`src/rtl/cache_set_lookup_exec_if.sv`:
```
`default_nettype none
// ============================================================================
// cache_set_lookup_exec_if : controller <-> lookup/commit stage handshake bus
// Revision : 1.0
// ============================================================================
interface cache_set_lookup_exec_if #(
  parameter int ADDR_W   = 32,
  parameter int OFFSET_W = 6,
  parameter int SETS     = 16
);
  localparam int INDEX_W = $clog2(SETS);
  localparam int TAG_W   = ADDR_W - INDEX_W - OFFSET_W;

  logic [ADDR_W-1:0] addr;
  logic              is_write;
  logic              opr_1_pulse;
  logic              opr_2_pulse;
  logic              opr_finished;
  logic              busy;
  logic              hit;
  logic [1:0]        hit_way;
  logic [1:0]        victim_way;
  logic              evict_valid;
  logic              evict_dirty;
  logic [TAG_W-1:0]  evict_tag;
  logic              proto_err;

  modport master (
    output addr, is_write, opr_1_pulse, opr_2_pulse,
    input  opr_finished, busy, hit, hit_way, victim_way,
           evict_valid, evict_dirty, evict_tag, proto_err
  );

  modport slave (
    input  addr, is_write, opr_1_pulse, opr_2_pulse,
    output opr_finished, busy, hit, hit_way, victim_way,
           evict_valid, evict_dirty, evict_tag, proto_err
  );
endinterface
`default_nettype wire

```
`src/rtl/cache_set_lookup_exec.sv`:
```
`default_nettype none
// ============================================================================
// cache_set_lookup_exec : serial 4-way tag lookup, PLRU update and miss fill
// Revision : 1.0
// ============================================================================
module cache_set_lookup_exec #(
  parameter int ADDR_W   = 32,
  parameter int OFFSET_W = 6,
  parameter int SETS     = 16
) (
  input  logic                   clk,
  input  logic                   rstb,
  cache_set_lookup_exec_if.slave bus
);
  localparam int INDEX_W = $clog2(SETS);
  localparam int TAG_W   = ADDR_W - INDEX_W - OFFSET_W;

  typedef enum logic [2:0] {
    S_IDLE   = 3'd0,
    S_LOOKUP = 3'd1,
    S_WAIT   = 3'd2,
    S_UPDATE = 3'd3,
    S_DONE   = 3'd4
  } state_t;

  // Tree PLRU: b0 picks the half, b1/b2 pick within the lower/upper half.
  function automatic logic [1:0] plru_victim(input logic [2:0] b);
    if (!b[0]) return b[1] ? 2'd1 : 2'd0;
    return b[2] ? 2'd3 : 2'd2;
  endfunction

  function automatic logic [2:0] plru_touch(input logic [2:0] b, input logic [1:0] w);
    logic [2:0] n;
    n = b;
    case (w)
      2'd0:    begin n[0] = 1'b1; n[1] = 1'b1; end
      2'd1:    begin n[0] = 1'b1; n[1] = 1'b0; end
      2'd2:    begin n[0] = 1'b0; n[2] = 1'b1; end
      default: begin n[0] = 1'b0; n[2] = 1'b0; end
    endcase
    return n;
  endfunction

  state_t             r_state;
  logic [1:0]         r_way_ptr;
  logic [INDEX_W-1:0] r_index;
  logic [TAG_W-1:0]   r_tag;
  logic               r_is_write;
  logic               r_pend;
  logic               r_hit;
  logic [1:0]         r_hit_way;
  logic               r_inv_found;
  logic [1:0]         r_inv_way;
  logic [1:0]         r_victim_way;
  logic               r_evict_valid;
  logic               r_evict_dirty;
  logic [TAG_W-1:0]   r_evict_tag;
  logic               r_finished;
  logic               r_busy;
  logic               r_proto_err;

  logic [TAG_W-1:0]   r_tags  [SETS][4];
  logic [3:0]         r_valid [SETS];
  logic [3:0]         r_dirty [SETS];
  logic [2:0]         r_plru  [SETS];

  logic [INDEX_W-1:0] w_req_index;
  logic [TAG_W-1:0]   w_req_tag;
  logic               w_unused_offset;
  logic               w_cur_valid;
  logic               w_match;
  logic               w_inv_any;
  logic [1:0]         w_inv_sel;
  logic [1:0]         w_victim;
  logic [1:0]         w_upd_way;
  logic               w_proto_viol;

  assign w_req_index     = bus.addr[OFFSET_W +: INDEX_W];
  assign w_req_tag       = bus.addr[ADDR_W-1 -: TAG_W];
  assign w_unused_offset = ^bus.addr[OFFSET_W-1:0];

  assign w_cur_valid = r_valid[r_index][r_way_ptr];
  assign w_match     = w_cur_valid && (r_tags[r_index][r_way_ptr] == r_tag);

  // Invalid-way tracking includes the way being examined this cycle, so the
  // victim can be frozen on the last lookup cycle.
  assign w_inv_any = r_inv_found || !w_cur_valid;
  assign w_inv_sel = r_inv_found ? r_inv_way : r_way_ptr;
  assign w_victim  = w_inv_any ? w_inv_sel : plru_victim(r_plru[r_index]);
  assign w_upd_way = r_hit ? r_hit_way : r_victim_way;

  assign w_proto_viol =
      (bus.opr_1_pulse && (r_state != S_IDLE)) ||
      (bus.opr_2_pulse && ((r_state == S_IDLE) || (r_state == S_UPDATE) ||
                           (r_state == S_DONE) ||
                           ((r_state == S_LOOKUP) && r_pend)));

  always_ff @(posedge clk or negedge rstb) begin
    if (!rstb) begin
      r_state       <= S_IDLE;
      r_way_ptr     <= 2'd0;
      r_index       <= '0;
      r_tag         <= '0;
      r_is_write    <= 1'b0;
      r_pend        <= 1'b0;
      r_hit         <= 1'b0;
      r_hit_way     <= 2'd0;
      r_inv_found   <= 1'b0;
      r_inv_way     <= 2'd0;
      r_victim_way  <= 2'd0;
      r_evict_valid <= 1'b0;
      r_evict_dirty <= 1'b0;
      r_evict_tag   <= '0;
      r_finished    <= 1'b0;
      r_busy        <= 1'b0;
      r_proto_err   <= 1'b0;
    end else begin
      r_finished <= 1'b0;
      if (w_proto_viol) r_proto_err <= 1'b1;
      case (r_state)
        S_IDLE: begin
          if (bus.opr_1_pulse) begin
            r_index       <= w_req_index;
            r_tag         <= w_req_tag;
            r_is_write    <= bus.is_write;
            r_way_ptr     <= 2'd0;
            r_pend        <= 1'b0;
            r_hit         <= 1'b0;
            r_hit_way     <= 2'd0;
            r_inv_found   <= 1'b0;
            r_inv_way     <= 2'd0;
            r_victim_way  <= 2'd0;
            r_evict_valid <= 1'b0;
            r_evict_dirty <= 1'b0;
            r_evict_tag   <= '0;
            r_busy        <= 1'b1;
            r_state       <= S_LOOKUP;
          end
        end
        S_LOOKUP: begin
          if (w_match && !r_hit) begin
            r_hit     <= 1'b1;
            r_hit_way <= r_way_ptr;
          end
          if (!w_cur_valid && !r_inv_found) begin
            r_inv_found <= 1'b1;
            r_inv_way   <= r_way_ptr;
          end
          if (bus.opr_2_pulse) r_pend <= 1'b1;
          r_way_ptr <= r_way_ptr + 2'd1;
          if (r_way_ptr == 2'd3) begin
            r_victim_way <= w_victim;
            r_state      <= (r_pend || bus.opr_2_pulse) ? S_UPDATE : S_WAIT;
          end
        end
        S_WAIT: begin
          if (bus.opr_2_pulse) r_state <= S_UPDATE;
        end
        S_UPDATE: begin
          r_pend <= 1'b0;
          if (!r_hit) begin
            r_evict_valid <= r_valid[r_index][r_victim_way];
            r_evict_dirty <= r_valid[r_index][r_victim_way] &&
                             r_dirty[r_index][r_victim_way];
            r_evict_tag   <= r_valid[r_index][r_victim_way] ?
                             r_tags[r_index][r_victim_way] : '0;
          end
          r_finished <= 1'b1;
          r_state    <= S_DONE;
        end
        S_DONE: begin
          r_busy  <= 1'b0;
          r_state <= S_IDLE;
        end
        default: begin
          r_busy  <= 1'b0;
          r_state <= S_IDLE;
        end
      endcase
    end
  end

  // State arrays change only in UPDATE, so an aborting reset leaves nothing half-written.
  always_ff @(posedge clk or negedge rstb) begin
    if (!rstb) begin
      for (int s = 0; s < SETS; s++) begin
        r_valid[s] <= 4'd0;
        r_dirty[s] <= 4'd0;
        r_plru[s]  <= 3'd0;
      end
    end else if (r_state == S_UPDATE) begin
      r_valid[r_index][w_upd_way] <= 1'b1;
      r_dirty[r_index][w_upd_way] <= r_hit ? (r_dirty[r_index][w_upd_way] | r_is_write)
                                           : r_is_write;
      r_plru[r_index]             <= plru_touch(r_plru[r_index], w_upd_way);
    end
  end

  always_ff @(posedge clk) begin
    if ((r_state == S_UPDATE) && !r_hit) begin
      r_tags[r_index][r_victim_way] <= r_tag;
    end
  end

  assign bus.opr_finished = r_finished;
  assign bus.busy         = r_busy;
  assign bus.hit          = r_hit;
  assign bus.hit_way      = r_hit_way;
  assign bus.victim_way   = r_victim_way;
  assign bus.evict_valid  = r_evict_valid;
  assign bus.evict_dirty  = r_evict_dirty;
  assign bus.evict_tag    = r_evict_tag;
  assign bus.proto_err    = r_proto_err;

endmodule
`default_nettype wire
```
`src/flat_wrapper.sv`:
```
// flat-port wrapper written by rule: the top's interface ports become plain ports
module cache_set_lookup_exec_flat 
#(
  parameter int ADDR_W   = 32,
  parameter int OFFSET_W = 6,
  parameter int SETS     = 16
)
  (clk, rstb, bus_addr, bus_is_write, bus_opr_1_pulse, bus_opr_2_pulse, bus_opr_finished, bus_busy, bus_hit, bus_hit_way, bus_victim_way, bus_evict_valid, bus_evict_dirty, bus_evict_tag, bus_proto_err);
  cache_set_lookup_exec_if #(.ADDR_W(ADDR_W), .OFFSET_W(OFFSET_W), .SETS(SETS)) bus_i ();
  input  logic clk;
  input  logic rstb;
  input wire logic [$bits(bus_i.addr)-1:0] bus_addr;
  input wire logic [$bits(bus_i.is_write)-1:0] bus_is_write;
  input wire logic [$bits(bus_i.opr_1_pulse)-1:0] bus_opr_1_pulse;
  input wire logic [$bits(bus_i.opr_2_pulse)-1:0] bus_opr_2_pulse;
  output wire logic [$bits(bus_i.opr_finished)-1:0] bus_opr_finished;
  output wire logic [$bits(bus_i.busy)-1:0] bus_busy;
  output wire logic [$bits(bus_i.hit)-1:0] bus_hit;
  output wire logic [$bits(bus_i.hit_way)-1:0] bus_hit_way;
  output wire logic [$bits(bus_i.victim_way)-1:0] bus_victim_way;
  output wire logic [$bits(bus_i.evict_valid)-1:0] bus_evict_valid;
  output wire logic [$bits(bus_i.evict_dirty)-1:0] bus_evict_dirty;
  output wire logic [$bits(bus_i.evict_tag)-1:0] bus_evict_tag;
  output wire logic [$bits(bus_i.proto_err)-1:0] bus_proto_err;
  assign bus_i.addr = bus_addr;
  assign bus_i.is_write = bus_is_write;
  assign bus_i.opr_1_pulse = bus_opr_1_pulse;
  assign bus_i.opr_2_pulse = bus_opr_2_pulse;
  assign bus_opr_finished = bus_i.opr_finished;
  assign bus_busy = bus_i.busy;
  assign bus_hit = bus_i.hit;
  assign bus_hit_way = bus_i.hit_way;
  assign bus_victim_way = bus_i.victim_way;
  assign bus_evict_valid = bus_i.evict_valid;
  assign bus_evict_dirty = bus_i.evict_dirty;
  assign bus_evict_tag = bus_i.evict_tag;
  assign bus_proto_err = bus_i.proto_err;
  cache_set_lookup_exec #(.ADDR_W(ADDR_W), .OFFSET_W(OFFSET_W), .SETS(SETS)) u_core (.clk(clk), .rstb(rstb), .bus(bus_i));
endmodule
```
`config.mk`:
```
export PLATFORM = sky130hd
export DESIGN_NAME = cache_set_lookup_exec_flat
export DESIGN_NICKNAME = d
export VERILOG_FILES = /design/src/rtl/cache_set_lookup_exec_if.sv /design/src/rtl/cache_set_lookup_exec.sv /design/src/flat_wrapper.sv
export SDC_FILE = /design/constraint.sdc
export NUM_CORES = 2
export LEC_CHECK = 0
export ABC_AREA = 1
export BUFFER_PORTS_ARGS = -buffer_cell sky130_fd_sc_hd__buf_4
export CELL_PAD_IN_SITES_DETAIL_PLACEMENT = 0
export CELL_PAD_IN_SITES_GLOBAL_PLACEMENT = 1
export CORE_MARGIN = 2
export CORE_UTILIZATION = 30
export CTS_CLUSTER_DIAMETER = 30
export DETAILED_ROUTE_END_ITERATION = 12
export GPL_ROUTABILITY_DRIVEN = 1
export PLACE_DENSITY_LB_ADDON = 0.1
export SYNTH_ARGS = -nofsm -noshare
export SYNTH_HDL_FRONTEND = slang
export SYNTH_SLANG_ARGS = --single-unit
```
`constraint.sdc`:
```
create_clock -name clk -period 3.8 [get_ports clk]
set_input_delay 1.14 -clock clk [delete_from_list [all_inputs] [get_ports clk]]
set_output_delay 1.14 -clock clk [all_outputs]
set_load 0.01 [all_outputs]
```
# After elaboration in Yosys (flattened, before gate mapping)
# Memory sizes are Yosys's and may differ from the RTL's.
# Cells that the tools add are included.
# totals
out_inout_bits,32
ramBits,1408
reg_bits,244
n_memories,1
# memory_table
memory,words,width,rd,rd_ports_with_merged_regs,write_ports,line_no,rtl
u_core.r_tags,16,88,1,0,1,cache_set_lookup_exec.sv:62,logic [TAG_W-1:0] r_tags [SETS][4];
# classes
add_sub_neg,1
bitwise,6
muxes,79
n_eq_ne,15
reduce_logical,37
order_cmp,9
# ops
operator,n
$mux W22,8
$bmux W22 S2,2
$mux W88,1
$bwmux W64,1
$or A64 B64 Y64,1
$bwmux W48,1
$demux W22 S2,1
$pmux W22 S2,1
$bmux W4 S4,2
$eq A22 B22 Y1,1
$mux W1,22
$mux W4,5
$mux W3,6
$reduce_and A3 Y1,6
$demux W4 S4,1
$mux W2,8
$pmux W2 S2,4
$ne A2 B2 Y1 const B,7
$pmux W1 S2,7
$bmux W3 S4,1
$demux W3 S4,1
$pmux W3 S4,1
$logic_and A1 B1 Y1,11
$lt A2 B3 Y1 const B,3
27 further kinds,45

# Longest topological paths before layout
# depth
word_depth,11
mapped_depth,24
ltp_nobuf,20

# Least setup slack after synthesis
# OpenSTA, ideal clock, no wires.
# synth_path
kind,register -> register
startpoint,register u_core.r_state[1]
endpoint,memory u_core.r_tags[0][0] (netlist bit) (enable)
arrival_ns,2.429
path_stages_with_launch,8
required_ns,3.399
n_path_buf,1
slack_ns,0.970
cell_sequence,dfrtp_1 > nand2_1 > nor2_1 > clkinv_1 > nor2_1 > nand3_1 > clkbuf_1 > nor2_1
# synth_via
elab_chain_cells,4
# synth_rtl
element,line_no,rtl
start: declaration,cache_set_lookup_exec.sv:44,state_t r_state;
start signal: assignment,cache_set_lookup_exec.sv:153,r_state <= (r_pend || bus.opr_2_pulse) ? S_UPDATE : S_WAIT;
$eq A3 B2 Y1,cache_set_lookup_exec.sv:200,if ((r_state == S_UPDATE) && !r_hit) begin
$logic_and A1 B1 Y1,cache_set_lookup_exec.sv:200,
$mux W1,cache_set_lookup_exec.sv:200,
$mux W88 (not written as such),cache_set_lookup_exec.sv:201,r_tags[r_index][r_victim_way] <= r_tag;
end: declaration,cache_set_lookup_exec.sv:62,
# Every way passes these cells.

# Final worst setup path
# layout_path
startpoint,register u_core.r_index[0]
endpoint,"register u_core.r_hit_way[1], in the netlist u_core.bus.hit_way[1]"
# layout_via
elab_chain_cells,10
word_cells_on_any_way,15
# layout_rtl
element,line_no,rtl
start: declaration,cache_set_lookup_exec.sv:46,logic [INDEX_W-1:0] r_index;
start signal: assignment,cache_set_lookup_exec.sv:123,r_index <= w_req_index;
"parallel branches: the longest is 6 deep, another holds $mem_v2 Z16 W88",n/a,
$logic_and A1 B1 Y1 *,cache_set_lookup_exec.sv:83,assign w_match = w_cur_valid && (r_tags[r_index][r_way_ptr] == r_tag);
$logic_and A1 B1 Y1 *,cache_set_lookup_exec.sv:141,if (w_match && !r_hit) begin
$ne A2 B2 Y1 (no line) *,n/a,
$reduce_and A3 Y1 (no line) *,n/a,
end signal: assignment,cache_set_lookup_exec.sv:143,r_hit_way <= r_way_ptr;
end: declaration,cache_set_lookup_exec.sv:51,logic [1:0] r_hit_way;
# Mark *: on every way between the ends. The select of a mux whose other input is x is not followed.
# A chain may end at the register's enable or synchronous reset.

==> out/metrics.cfg <==
[sta]
min_period_ns=3.57
clock_skew_ns=0.0896
setup_viol=0
fin_crit_sh_pct=93.9
fin_tns_setup_ns=0
slew-limit-headroom_pct=16.6
rsz0062_at_grt=false
max_freq_mhz=280
final-max-slew-violation-count=0
finalHoldViolCount=0
tightestPinTransition_ns=1.25
hold_ws_ns=0.115

[logic_synthesis]
ys_async_sr_fraction_pct=14.8
seq_area_frac_synth_pct=70.5
ys.flop_type=edfxtp_1
synth_common_cells=nand2_1 (3179), edfxtp_1 (1408), nand3_1 (398)
avgSynthCellArea_um2=10.5
synthTopCellsByArea=edfxtp_1 (62%), nand2_1 (17%), dfrtp_1 (8.9%)
synth_enable_flop_cells=1408
mappedNetlistArea_um2=68600
synth_top_area_cell=edfxtp_1
syn_inst=6539
synth_nets=6577
yosysTopAreaCellShare_pct=61.6
ys_types=39
ys_ff_latch=1652
yosysMostFrequentCell=nand2_1
yosys_warnings=0

[worst_setup_path]
worstPathRequired_ns=4.69
cp_max_fo=16
cp-end-kind=register
path_class=reg -> reg
arrival_ns=4.46
start_kind=register

[die]
die_x_um=482
die_area_um2=233000
initial_core_util_pct=30.2
rows=175
ioPinCount=69
core_um2=227000
die_h_um=482

[clock_tree]
numCtsBuffers=457
clk_latency_ns=0.96
cts-root-buf=clkbuf_16
cts_tree=yes
htree_levels=5
clk_pin_slew_ns=0.04
cts_sinks=1652
cts_buffer_depth=4
cts_hold_buffers=0

[layout]
final_nets=7142
area_growth_pct=31.4
final_core_util_pct=39.6
design_area_um2=90200
drive_gt1_share_pct=16.2

[place]
gp_congestion=0.834
io_buffer_count=62
dp_hpwl_mm=155
place_area_um2=75200

[route]
route.vias.total=49458
routed_via_density=4.72
drt_iter0_markers=4003
ant_nets=0
wl_per_cell_um=24.5
first_pass_iters=5
drt_wl_total_mm=256
drc=0

[pwr]
powerDensity_nw_per_um2=983
peakVddDrop_mv=0.609
power_mw=88.6
power.leakage_nw=36.9

[min_path]
worstHoldPathType=in -> async

[grt]
grt_pass1_vias=48608
grt_usage_pct=21.9
antenna_found_initial=15
grt_pass1_wl_mm=363
grt_overflow=0
grt_max_degree=91

[run_status]
status=completed

[flow_run]
drv_cap=0

[critical path, cell delays in order, from the launching register on]
cell     delay (ns)
dfrtp_4        0.58
buf_4          0.19
nor2_4         0.39
buf_12         0.24
buf_4          0.22
nand2_1        0.07
nand2_1        0.05
o21ai_0        0.17
nand2_1        0.11
nor2_1         0.05
buf_4          0.17
nand2_1        0.06
nand3_1        0.13
nand3_1        0.12
nand2_1        0.06
nor2_1         0.10
nand2_1        0.07
nor2_1         0.19
nand3_1        0.11
buf_4          0.18
nand2_1        0.07
nand2_1        0.05
nand2_1        0.06
[final timing paths]
| check | cells past startpoint | end | slack, ns | start |
|---|---|---|---|---|
| max in group asynchronous | 2 | u_core.r_tag[21] | 2.69 | rstb |
| max reg2reg | 22 | u_core.bus.hit_way[1] | 0.23 | u_core.r_index[0] |
| min | 1 | u_core.r_is_write | 0.12 | rstb |
| min in group clk | 3 | u_core.r_tag[18] | 0.39 | bus_addr[28] |
| min reg2reg | 2 | u_core.r_valid[45] | 0.44 | u_core.r_valid[45] |
| max | 22 | u_core.bus.hit_way[1] | 0.23 | u_core.r_index[0] |
[routing by layer]
layer | vias to the layer above | GRT usage [%] | wire (um) | part of all wire (%)
met4 | 0 | 7.67 | 8290 | 3.2
met3 | 387 | 3.51 | 12200 | 4.8
met1 | 24546 | 29.9 | 117000 | 46
met5 | - | 0 | 0 | 0
li1 | 23182 | - | - | -
met2 | 1343 | 35.1 | 119000 | 46
[registers in the layout, indices dropped and copies added, names as in the netlist, 2 cells and up]
register	flops
u_core.bus.evict_tag	22
u_core.bus.hit_way	2
u_core.bus.victim_way	2
u_core.r_dirty	64
u_core.r_index	4
u_core.r_inv_way	2
u_core.r_plru	48
u_core.r_state	3
u_core.r_tag	22
u_core.r_tags	1408
u_core.r_valid	64
u_core.r_way_ptr	2
[kinds of logic (layout without fill, tap and decap cells)]
family                     count (synthesis)  after routing  synth area share, %
and+or+nand+nor                         3939           3939                 22.5
AOI/OAI and AO/OA                        399            399                 3.18
buffers and inverters                    517           1447                 3.38
DFF                                     1652           1652                 70.5
other                                      0              7                    0
adders and majority gates                  1              1               0.0182
muxes                                     31             31                0.452
[cells in the final DEF, fill, tap and decap left out, types with 3 or more instances in the layout]
master      Yosys  layout
edfxtp_1     1408    1408
nand4_1        39      39
a21o_1          3       3
dfrtp_2         0      20
o22ai_1        60      60
clkbuf_16       0     462
clkinv_1        3      71
o221ai_1        3       3
inv_6           0       5
dfrtp_1       244     219
a31oi_1        17      17
bufinv_16       0      56
mux2i_1        31      31
a22oi_1        15      15
inv_8           0       3
nand3_1       398     398
a21oi_1        82      82
clkbuf_1      116     103
nand2_1      3179    3178
nor2_1        309     239
buf_12          0      70
nor2_2          1      66
clkinv_2        0      91
o21ai_1        12      12
nor3_1          4       4
clkinvlp_4      0      11
inv_1         172     170
buf_4           5     374
or2_2           5       5
diode_2         0       7
dfrtp_4         0       5
o21ai_0       199     198
clkbuf_8        0      22
inv_16          0       4
nor2_4          1       6
[repair_timing]
| item | 4_1_cts | 5_1_grt |
|---|---|---|
| endpoints found under the setup margin | 0 | 8 |
| setup buffers | 0 | 5 |
| gates resized for setup | 0 | 2 |
[where the power goes]
| part | leakage, nW | switching [mW] | internal (mW) | total, mW |
|---|---|---|---|---|
| combinational | 13.6 | 20.0 | 7.41 | 27.4 |
| sequential | 16.0 | 1.39 | 23.0 | 24.4 |
| clock | 7.31 | 10.8 | 26.0 | 36.8 |
[metrics by stage]
stage | setup slack [ns] | std cells
after detailed placement | 0.173 | 9649
final | 0.231 | 10485
after floorplan | 0.970 | 6539
after global routing | 0.000458 | 10479
after CTS | 0.128 | 10473
after global placement | 0.171 | 9649
[area by class of cell]
cell class	count	area, um2
antenna	7	17.5
clock buffer	587	12300
clock inverter	237	2650
fill	22017	137000
inverter	178	693
multi-input combinational	4370	18100
sequential	1652	48400
tap	3009	3760
timing repair buffer	445	4220
Power figures use the tool's default switching activity.
